[src/rtl/pending_encoder16_pkg.sv]
// Shared PMU definitions for the pending-event encoder and related arbiters.
package pending_encoder16_pkg;

    localparam int unsigned N_EVENTS_DEF = 16;
    localparam int unsigned IDX_W_DEF    = $clog2(N_EVENTS_DEF);

    typedef logic [IDX_W_DEF-1:0] idx_t;

endpackage

[src/rtl/pending_encoder16_rr_find_first.sv]
// Round-robin first-set search: lowest set bit at or above start, wrapping to bit 0.
module rr_find_first #(
    parameter int unsigned N = 16,
    parameter int unsigned W = 4
) (
    input  logic [N-1:0] vec,
    input  logic [W-1:0] start,
    output logic [W-1:0] idx,
    output logic         found
);

    int unsigned k;

    always_comb begin
        idx   = '0;
        found = 1'b0;
        k     = 0;
        for (int unsigned i = 0; i < N; i++) begin
            k = (int'(start) + i) % N;
            if (!found && vec[k]) begin
                found = 1'b1;
                idx   = W'(k);
            end
        end
    end

endmodule

[src/rtl/pending_encoder16.sv]
// Pending-event register with round-robin index offer and per-line sticky overflow.
module pending_encoder16
    import pending_encoder16_pkg::*;
#(
    parameter int unsigned N_EVENTS = N_EVENTS_DEF,
    parameter int unsigned IDX_W    = IDX_W_DEF
) (
    input  logic                clk_i,
    input  logic                rstn_i,
    input  logic                enable_i,
    input  logic [N_EVENTS-1:0] event_i,
    input  logic                clear_i,
    input  logic                ready_i,
    output logic                valid_o,
    output logic [IDX_W-1:0]    idx_o,
    output logic [N_EVENTS-1:0] pending_o,
    output logic [N_EVENTS-1:0] overflow_o
);

    logic [N_EVENTS-1:0] pend_q, pend_d;
    logic [N_EVENTS-1:0] ovf_q, ovf_d;
    logic [IDX_W-1:0]    ptr_q, ptr_d;
    logic [N_EVENTS-1:0] xfer_mask;
    logic [N_EVENTS-1:0] captured;
    logic [IDX_W-1:0]    sel_idx;
    logic                found;
    logic                xfer;

    rr_find_first #(
        .N(N_EVENTS),
        .W(IDX_W)
    ) u_find (
        .vec  (pend_q),
        .start(ptr_q),
        .idx  (sel_idx),
        .found(found)
    );

    assign valid_o    = found;
    assign idx_o      = sel_idx;
    assign pending_o  = pend_q;
    assign overflow_o = ovf_q;
    assign xfer       = found & ready_i;

    always_comb begin
        xfer_mask = '0;
        if (xfer) begin
            xfer_mask[sel_idx] = 1'b1;
        end
        captured = enable_i ? event_i : '0;

        // A capture on the bit being served re-arms it; that is not a lost event.
        pend_d = (pend_q & ~xfer_mask) | captured;
        ovf_d  = ovf_q | (captured & pend_q & ~xfer_mask);
        ptr_d  = ptr_q;
        if (xfer) begin
            ptr_d = (sel_idx == IDX_W'(N_EVENTS - 1)) ? '0 : sel_idx + 1'b1;
        end

        if (clear_i) begin
            pend_d = '0;
            ovf_d  = '0;
            ptr_d  = '0;
        end
    end

    always_ff @(posedge clk_i or negedge rstn_i) begin
        if (!rstn_i) begin
            pend_q <= '0;
            ovf_q  <= '0;
            ptr_q  <= '0;
        end else begin
            pend_q <= pend_d;
            ovf_q  <= ovf_d;
            ptr_q  <= ptr_d;
        end
    end

endmodule
[config.mk]
export PLATFORM = sky130hd
export DESIGN_NAME = pending_encoder16
export DESIGN_NICKNAME = d
export VERILOG_FILES = /design/src/rtl/pending_encoder16_pkg.sv /design/src/rtl/pending_encoder16_rr_find_first.sv /design/src/rtl/pending_encoder16.sv
export SDC_FILE = /design/constraint.sdc
export NUM_CORES = 1
export LEC_CHECK = 0
export CAP_MARGIN = 5
export CORE_UTILIZATION = 40
export CTS_CLUSTER_SIZE = 10
export DETAILED_ROUTE_END_ITERATION = 8
export GPL_TIMING_DRIVEN = 1
export PLACE_DENSITY = 0.72
export SYNTH_ARGS = -nofsm -noshare
export SYNTH_HDL_FRONTEND = slang
export SYNTH_SLANG_ARGS = --single-unit
[constraint.sdc]
create_clock -name clk_i -period 5.5 [get_ports clk_i]
set_clock_uncertainty 0.2 [all_clocks]
set_input_delay 0.55 -clock clk_i [delete_from_list [all_inputs] [get_ports clk_i]]
set_output_delay 0.55 -clock clk_i [all_outputs]
set_load 0.01 [all_outputs]
=== Yosys cells after proc, flatten, opt, wreduce, memory -nomap -nowiden ===
Index checks and enable logic that the tools add are counted.

* Add/sub/neg operators: 16
* Magnitude comparators: 18
* Equal/unequal tests: 1
* Multiplexer cells: 73
* Bitwise operators: 7
* Reduce and logical (&&, ||, !) cells: 32

{| class="wikitable"
|+ Operators with widths
! operator !! count
|-
| $lt A4 B5 Y1 const B || 17
|-
| $mux W4 || 19
|-
| $bmux W1 S4 || 16
|-
| $mux W16 || 4
|-
| $and A16 B16 Y16 || 3
|-
| $mux W1 || 33
|-
| $add A4 B4 Y4 const B || 8
|-
| $or A16 B16 Y16 || 2
|-
| $add A4 B3 Y4 const B || 4
|-
| $logic_and A1 B1 Y1 || 16
|-
| $not A16 Y16 || 1
|-
| $logic_not A1 Y1 || 15
|-
| $add A4 B1 Y4 const B || 2
|-
| $add A4 B2 Y4 const B || 2
|-
| $demux W1 S4 || 1
|-
| $eq A4 B4 Y1 const B || 1
|-
| $ge A4 B1 Y1 const B || 1
|-
| $reduce_bool A2 Y1 || 1
|-
| $and A1 B1 Y1 || 1
|}

* Bits in registers: 36
* Input port bits: 21
* Output and inout port bits: 37
* Word-level logic and storage cells: 150

=== Logic depth before layout (Yosys ltp) ===
Gate-level depths: netlist (run 1).

* Word-level depth: 57
* Depth in mapped cells: 20
* Gate-level depth less buffers: 15

=== By module ===
A second synthesis (run 1) with hierarchy kept.

* Cells, all modules: 442
* Area, all modules: 4081.4 um2

{| class="wikitable"
|+ Modules (own cells, without submodules)
! module !! instances !! cells each !! area each (um2) !! seq. area each (um2)
|-
| rr_find_first || 1 || 280 || 2472.4 || 0.0
|-
| pending_encoder16 || 1 || 162 || 1609.0 || 900.9
|}

=== Least setup slack after synthesis (run 1) ===
OpenSTA, ideal clock, no wires.

* Path kind: register to output
* Start: register ptr_q[1]
* End: output idx_o[3]
* Arrival: 4.271 ns
* Required time: 4.750 ns
* Path slack: 0.479 ns
* Cell stages (with the launch flop): 17
* Buffers on the path: 6
* Path through: dfrtp_1 > buf_2 > buf_2 > inv_1 > ha_1 > buf_6 > clkbuf_1 > mux4_2 > mux4_2 > nor4_4 > nand4_4 > nor4_4 > a2111oi_1 > or3_1 > buf_6 > inv_4 > buf_12

* Cells in the longest elaborated chain, start to end: 48
* Elaborated cells between the ends (all ways): 108
* Classes of those cells: add/sub: 15; mux: 63; reduce/logical: 30

{| class="wikitable"
|+ RTL lines
! element !! RTL line !! source
|-
| from (decl) || pending_encoder16.sv:22 || <nowiki>logic [IDX_W-1:0] ptr_q, ptr_d;</nowiki>
|-
| from (signal assigned) || pending_encoder16.sv:75 || <nowiki>ptr_q <= ptr_d;</nowiki>
|-
| parallel branches: the longest is 47 deep, another holds $add A4 B1 Y4 || n/a ||
|-
| $mux W4 * || pending_encoder16_rr_find_first.sv:20 || <nowiki>if (!found && vec[k]) begin</nowiki>
|-
| to (decl) || pending_encoder16.sv:15 || <nowiki>output logic [IDX_W-1:0] idx_o,</nowiki>
|}

Mark *: on every way between the ends. The select of a mux whose other input is x is not followed.

=== Final worst setup path (run 1) ===
* Start: register ptr_q[1]
* End: output idx_o[1]

Same word-level chain as after synthesis.

==> results by group, run 1 <==
STA
  – Period utilization: between 90 and 100%
  – Final hold viol count: 0
  – Setup_tns: 0 ps
  – Slew headroom: 45.07%
  – FMAX: 0.1915 GHz
  – Worst-margin pin slew: 824.0 ps
  – RSZ-0062 raised after global routing: no
  – Max Slew Vio Count: 0
  – Setup-failing EPs final: 0
  – Minimum clock period: roughly 5200 ps

Cells and area
  – Fill count: 926
  – Layout Cells excl Fill: approximately 640
  – Final Cell Area: 5132 µm²
  – Number of nets in the layout: 539
  – Share of layout cells above drive strength 1: 21.85%
  – FF+latch area: 900.9 µm²
  – Layout area overhead: 22.89%
  – Area of the multi-input gates: 3115 µm²
  – Ant diodes: 0

Worst setup path
  – Critical Path Fanout Max: 11
  – Required time of the critical path: approximately 4800 ps
  – CP Capture Type: output port
  – Worst path arrival time: 4470 ps
  – Startpoint types: flop
  – Crit Path Category: flop to output port

Global route
  – First-pass GRT wire length: approximately 22000 µm
  – Total grt overflow: 0
  – Largest net degree at the start of global routing: 53
  – Initial antenna violation count: 0
  – GRT Overall Usage: 26.00%
  – Vias in the first global route: 4118

Floorplan
  – Die area: 10850 µm²
  – Die height: between 100 and 150 µm
  – Core Area: 9955 µm²
  – Initial core utilization: 41.96%
  – Num ports: 58
  – Die Width: roughly 100 µm
  – FP Rows: 36

Clock network
  – CTS buffer count: 5
  – Bufs on Longest Clock Path: 2
  – Root Driver: clkbuf_8
  – CTS Hold Bufs: 0
  – Worst-Skew Late Latency: 290 ps
  – Clk pin slew, worst setup/hold paths: 80 ps
  – CTS tree: done
  – Clock Sinks: 36
  – H-Tree Depth: 2

Run
  – Max-Cap Viols: 0

Outcome
  – Status: complete, no violations

Drt
  – Via/cell ratio: between 6 and 7
  – Final wirelength: approximately 14000 µm
  – Total number of vias: 4097
  – # DRC: 0
  – Final ANT Viol Nets: 0
  – Routed len/inst: 21.95 µm
  – First-pass detailed-route iteration total: 5
  – Initial DRC count: 325

Synthesis
  – Post-synth top area share: 21.57%
  – Yosys warning count: 0
  – Sequential fraction of the synthesis area: a little over a fifth
  – Syn nets: 475
  – Post-Synthesis Cells: 443
  – EDFF count, synth: 0
  – Synth area leaders: dfrtp_1 22%, mux4_2 11%, mux2i_1 6.5%
  – Commonest cells in the synthesized netlist: 45 x nand2_1, 36 x dfrtp_1, 32 x a21oi_1
  – Synth cell types: 72
  – Yosys top cell by area: dfrtp_1
  – Synth Cell Area: 4177 µm²
  – Count leader, synth: nand2_1
  – #FFs+latches synth: 36
  – Top FF cell, synth: dfrtp_1
  – FFs w/ async S/R, synth: 100.0%
  – Avg Inst Size Synth: around 9.4 µm²

Placement
  – Cell Area, Placed: 4941 µm²
  – Dpl cells: 630
  – GP Congestion: 0.9553
  – Dpl hpwl: 10530 µm
  – Port Buffers: 57

Min path
  – Min-Delay Path Class: flop to flop
layer usage:
layer / up-vias / GRT usage, % / wire (µm) / part of all wire, %
li1: 1845 / - / - / -
met1: 2005 / 33.94 / 5854 / 42
met2: 208 / 42.95 / 6769 / 48
met3: 39 / 4.073 / 986 / 7.0
met4: 0 / 10.41 / 456 / 3.2
met5: - / 0 / 0 / 0
through the flow:
| step | utilization [%] | hold WS [ps] | worst slack (ps) |
|---|---|---|---|
| after global placement | 49.64 | 274.8 | 351.5 |
| after global routing | 51.56 | 322.1 | 60.85 |
| after detailed placement | 49.64 | 280.6 | 302.5 |
| final | 51.56 | 295.6 | 278.3 |
| after floorplan | - | 54.41 | 479.5 |
| after CTS | 50.78 | 304.8 | 24.04 |
worst max-delay path, cell delays in order, from the launching register on:
cell	delay, ps
dfrtp_1	390
inv_1	100
buf_4	180
ha_1	320
buf_4	210
mux4_2	360
mux4_2	600
nor2_1	220
nand2_1	120
o32a_1	400
a2111oi_2	430
a41o_1	260
inv_1	110
clkdlybuf4s50_1	490
sequential cells by signal (all words and copies together) (netlist names):
signal	flops
overflow_o	16
pending_o	16
ptr_q	4
final timing paths:
check	from	end	slack, ps	cells past startpoint
setup / recovery	ptr_q[1]$_DFFE_PN0P_	idx_o[1]	280	13
hold / removal	overflow_o[8]$_DFF_PN0_	overflow_o[8]$_DFF_PN0_	300	2
setup reg to reg	ptr_q[1]$_DFFE_PN0P_	overflow_o[11]$_DFF_PN0_	620	15
hold reg to reg	overflow_o[8]$_DFF_PN0_	overflow_o[8]$_DFF_PN0_	300	2
max in group asynchronous	rstn_i	pending_o[11]$_DFF_PN0_	4300	2
min in group asynchronous	rstn_i	overflow_o[15]$_DFF_PN0_	480	2
layout make-up:
type,count,area share [%]
Clock buffer,5,1.341
Clock inverter,3,0.8289
Inverter,11,0.8532
Multi-Input combinational cell,368,60.70
Sequential cell,36,17.55
Tap cell,133,3.242
Timing Repair Buffer,85,15.48
repair_timing:
| item | in CTS | in global routing |
|---|---|---|
| gates resized for setup | 1 | 11 |
| cloned | 0 | 0 |
| endpoints found under the setup margin | 2 | 4 |
| endpoints found under the hold margin | 0 | 0 |
| setup buffers | 0 | 3 |
| pin swaps | 0 | 2 |
cell families (layout without fill, tap and decap cells):
kind of cell | count (synthesis) | after routing | synth area share (%)
AOI/OAI and AO/OA | 129 | 129 | 23.43
xor gates and xnor gates | 12 | 12 | 2.696
adders and majority gates | 11 | 11 | 3.295
buffers and inverters | 39 | 104 | 4.883
DFF | 36 | 36 | 21.57
muxes | 79 | 79 | 26.45
and+or+nand+nor | 137 | 137 | 17.68
layout by cell type (no fill, tap or decap), types with 3 or more instances in the layout:
master           Yosys  routed
xnor2_1              6       5
nor3_1               8       8
o22ai_1              4       4
mux2_2              18      18
clkdlybuf4s50_1      0      56
nor4_4               3       3
nand2_1             45      45
mux2i_1             27      27
a2111oi_0            5       4
nand4_1              4       4
a211oi_1             6       6
dfrtp_1             36      36
o21ai_2              4       4
nand3b_1             3       3
o2bb2ai_1            4       4
nand3_1              5       5
o21ai_1              3       3
a31oi_1              3       3
ha_1                11       9
buf_6                2       3
mux4_2              20      20
inv_1                9       9
clkbuf_8             0       5
buf_4                3      25
o2111ai_1            4       4
mux2_1              10      10
xor2_1               5       5
nand2b_1            25      25
nor2_1              28      28
a21oi_1             32      32
o31ai_2             13      13
o21ai_0              9       9
o31ai_1             16      16
Power of run 1 is left out: the tool's default activity adds up to more than one toggle a clock period on the data nets, which glitch-free logic cannot reach.
==> inputs of run 2 (changes only) <==
--- a/config.mk
+++ b/config.mk
@@ -5,7 +5,6 @@
 export SDC_FILE = /design/constraint.sdc
 export NUM_CORES = 1
 export LEC_CHECK = 0
-export CAP_MARGIN = 5
 export CORE_UTILIZATION = 40
 export CTS_CLUSTER_SIZE = 10
 export DETAILED_ROUTE_END_ITERATION = 8
==> results of run 2 <==
Final layout, timing and power as in run 1 (identical DEF).
Power of run 2 is left out for the same reason.
==> inputs of run 3 (changes only) <==
--- a/config.mk
+++ b/config.mk
@@ -9,7 +9,7 @@
 export CTS_CLUSTER_SIZE = 10
 export DETAILED_ROUTE_END_ITERATION = 8
 export GPL_TIMING_DRIVEN = 1
-export PLACE_DENSITY = 0.72
+export PLACE_DENSITY = 0.6
 export SYNTH_ARGS = -nofsm -noshare
 export SYNTH_HDL_FRONTEND = slang
 export SYNTH_SLANG_ARGS = --single-unit
==> run 3 against run 2 <==
Effect of this change: count of clock-buffer cells in the layout unchanged; non-clock buffer count rose by 1; routed wire length grew 3.0%; register-to-register slack worse by 50 ps; worst setup slack worse by 130 ps; via count shrank 0.90%; cell count increased by 0.16%; sequential cell count is the same; critical path depth stayed put; fmax shrank 2.5%.
==> results by group, run 3 (synthesis gave the netlist of run 1 again) <==
Outcome
  – Status: complete, no violations

Worst setup path
  – Reg-to-reg critical path endpoint: pending_o[9]$_DFF_PN0_
  – CP Capture Type: output port
  – Worst path arrival time: 4600 ps (+130 ps)
  – Reg2reg path depth: 16 (+1)
  – R2R Setup Slk: 570 ps (-50 ps)
  – Critical path launch point: ptr_q[1]$_DFFE_PN0P_
  – Worst Setup EP: idx_o[3]
  – Critical Path Fanout Max: 11 (unchanged)
  – Crit Path Category: flop to output port
  – Worst r2r src: ptr_q[1]$_DFFE_PN0P_
  – Required time of the critical path: 4750 ps (about the same)
  – Startpoint types: flop

STA
  – Period utilization: 97.33% (+2.4 points)
  – Worst-margin pin slew: 786.1 ps (-37.91 ps)
  – Max Slew Vio Count: 0 (unchanged)
  – RSZ-0062 raised after global routing: yes
  – Slew headroom: 47.19% (+2.1 points)
  – Setup-failing EPs final: 0 (unchanged)
  – FMAX: 0.1868 GHz (-2.5%)
  – Minimum clock period: 5353 ps (+131.2 ps)
  – Final hold viol count: 0 (unchanged)
  – Setup_tns: 0 ps (unchanged)

Cells and area
  – Final Cell Area: 5134 µm² (about the same)
  – Layout Cells excl Fill: 642 (+0.16%)
  – Most frequent cells in the layout: 57 x clkdlybuf4s50_1, 45 x nand2_1, 36 x dfrtp_1
  – Most common cell after layout, fill and taps aside: clkdlybuf4s50_1
  – Share of layout cells above drive strength 1: 22.00% (+0.15 points)
  – Number of nets in the layout: 540 (+0.19%)
  – Ant diodes: 0 (unchanged)
  – Layout area overhead: 22.92% (about the same)
  – Fill count: 923 (-0.32%)
  – Final core occ: 51.57% (about the same)

Run
  – Max-Cap Viols: 0 (unchanged)

Drt
  – Final ANT Viol Nets: 0 (unchanged)
  – Routed len/inst: 22.57 µm (+2.9%)
  – Initial DRC count: 218 (-33%)
  – Via/cell ratio: 6.324 (-1.1%)
  – # DRC: 0 (unchanged)
  – First-pass detailed-route iteration total: 4 (-1)
  – Total number of vias: 4060 (-0.90%)
  – Final wirelength: 14490 µm (+3.0%)

Global route
  – Vias in the first global route: 4025 (-2.3%)
  – Total grt overflow: 0 (unchanged)
  – Largest net degree at the start of global routing: 47 (-11%)
  – GRT Overall Usage: 26.81% (+0.81 points)
  – First-pass GRT wire length: 22700 µm (+1.1%)
  – Initial antenna violation count: 0 (unchanged)

Floorplan
  – Initial core utilization: 41.96% (unchanged)
  – Die Width: 104.2 µm (unchanged)
  – FP Rows: 36 (unchanged)
  – Die height: 104.2 µm (unchanged)
  – Core Area: 9955 µm² (unchanged)
  – Num ports: 58 (unchanged)
  – Die area: 10850 µm² (unchanged)

Placement
  – Dpl cells: 631 (+0.16%)
  – Port Buffers: 57 (unchanged)
  – GP Congestion: 0.9693 (+1.5%)
  – Dpl hpwl: 10750 µm (+2.1%)
  – Cell Area, Placed: 4961 µm² (+0.41%)

Clock network
  – Clk pin slew, worst setup/hold paths: 80 ps (about the same)
  – Clock Sinks: 36 (unchanged)
  – Root Driver: clkbuf_8
  – CTS tree: done
  – Bufs on Longest Clock Path: 2 (unchanged)
  – CTS buffer count: 5 (unchanged)
  – CTS Hold Bufs: 0 (unchanged)
  – H-Tree Depth: 2 (unchanged)
  – Worst-Skew Late Latency: 290 ps (about the same)

Min path
  – Min-Delay Path Class: flop to flop
run 3: cell count changes in the layout (fill, tap and decap cells not counted), sizes merged:
| cell | before | now |
|---|---|---|
| clkinv | 1 | 2 |
| buf | 28 | 29 |
| dlymetal6s2s | 1 | 0 |
| clkdlybuf4s50 | 56 | 57 |
| inv | 11 | 10 |
run 3: stage by stage:
| step | worst slack, ps | hold WS (ps) |
|---|---|---|
| after floorplan | 479.5 | 54.41 |
| after global placement | 281.9 | 269.1 |
| after detailed placement | 251.5 | 279.2 |
| after CTS | 12.30 | 301.5 |
| after global routing | -24.58 | 330.5 |
| final | 147.1 | 299.2 |
run 3: how the worst min path moves through the flow:
stage	start	endpoint	slack, ps	cells after the start
2_1_floorplan	rstn_i	overflow_o[0]$_DFF_PN0_	50	0
3_3_place_gp	overflow_o[9]$_DFF_PN0_	overflow_o[9]$_DFF_PN0_	270	2
3_5_place_dp	overflow_o[12]$_DFF_PN0_	overflow_o[12]$_DFF_PN0_	280	2
4_1_cts	overflow_o[10]$_DFF_PN0_	overflow_o[10]$_DFF_PN0_	300	2
5_1_grt	overflow_o[5]$_DFF_PN0_	overflow_o[5]$_DFF_PN0_	330	2
6_report	overflow_o[9]$_DFF_PN0_	overflow_o[9]$_DFF_PN0_	300	2
run 3: layout make-up:
type / count / area (µm²) / share of cell area (%)
Clock buffer: 5 / 68.82 / 1.340
Clock inverter: 3 / 42.54 / 0.8287
Inverter: 11 / 46.29 / 0.9018
Multi-Input combinational cell: 368 / 3108 / 60.54
Sequential cell: 36 / 900.9 / 17.55
Tap cell: 133 / 166.4 / 3.242
Timing Repair Buffer: 86 / 800.8 / 15.60
run 3: timing repair:
action	4_1_cts	5_1_grt
setup endpoints to repair	2	4
setup buffers	0	3
cloned	0	0
resized for setup	1	8
run 3: layer usage:
layer,GRT usage [%],routed length [µm]
met3,2.820,846
met2,44.57,6922
met5,0,0
met1,34.69,6020
met4,13.16,701
run 3: critical path, stage by stage, from the launching register on:
cell,delay (ps)
dfrtp_1,400
inv_1,100
buf_4,190
ha_1,330
buf_4,220
mux4_2,330
mux4_2,620
nor4_4,350
nand4_4,210
nor4_4,340
a2111oi_1,80
or3_4,460
clkinv_4,130
clkdlybuf4s50_1,560
Power of run 3 is left out for the same reason.
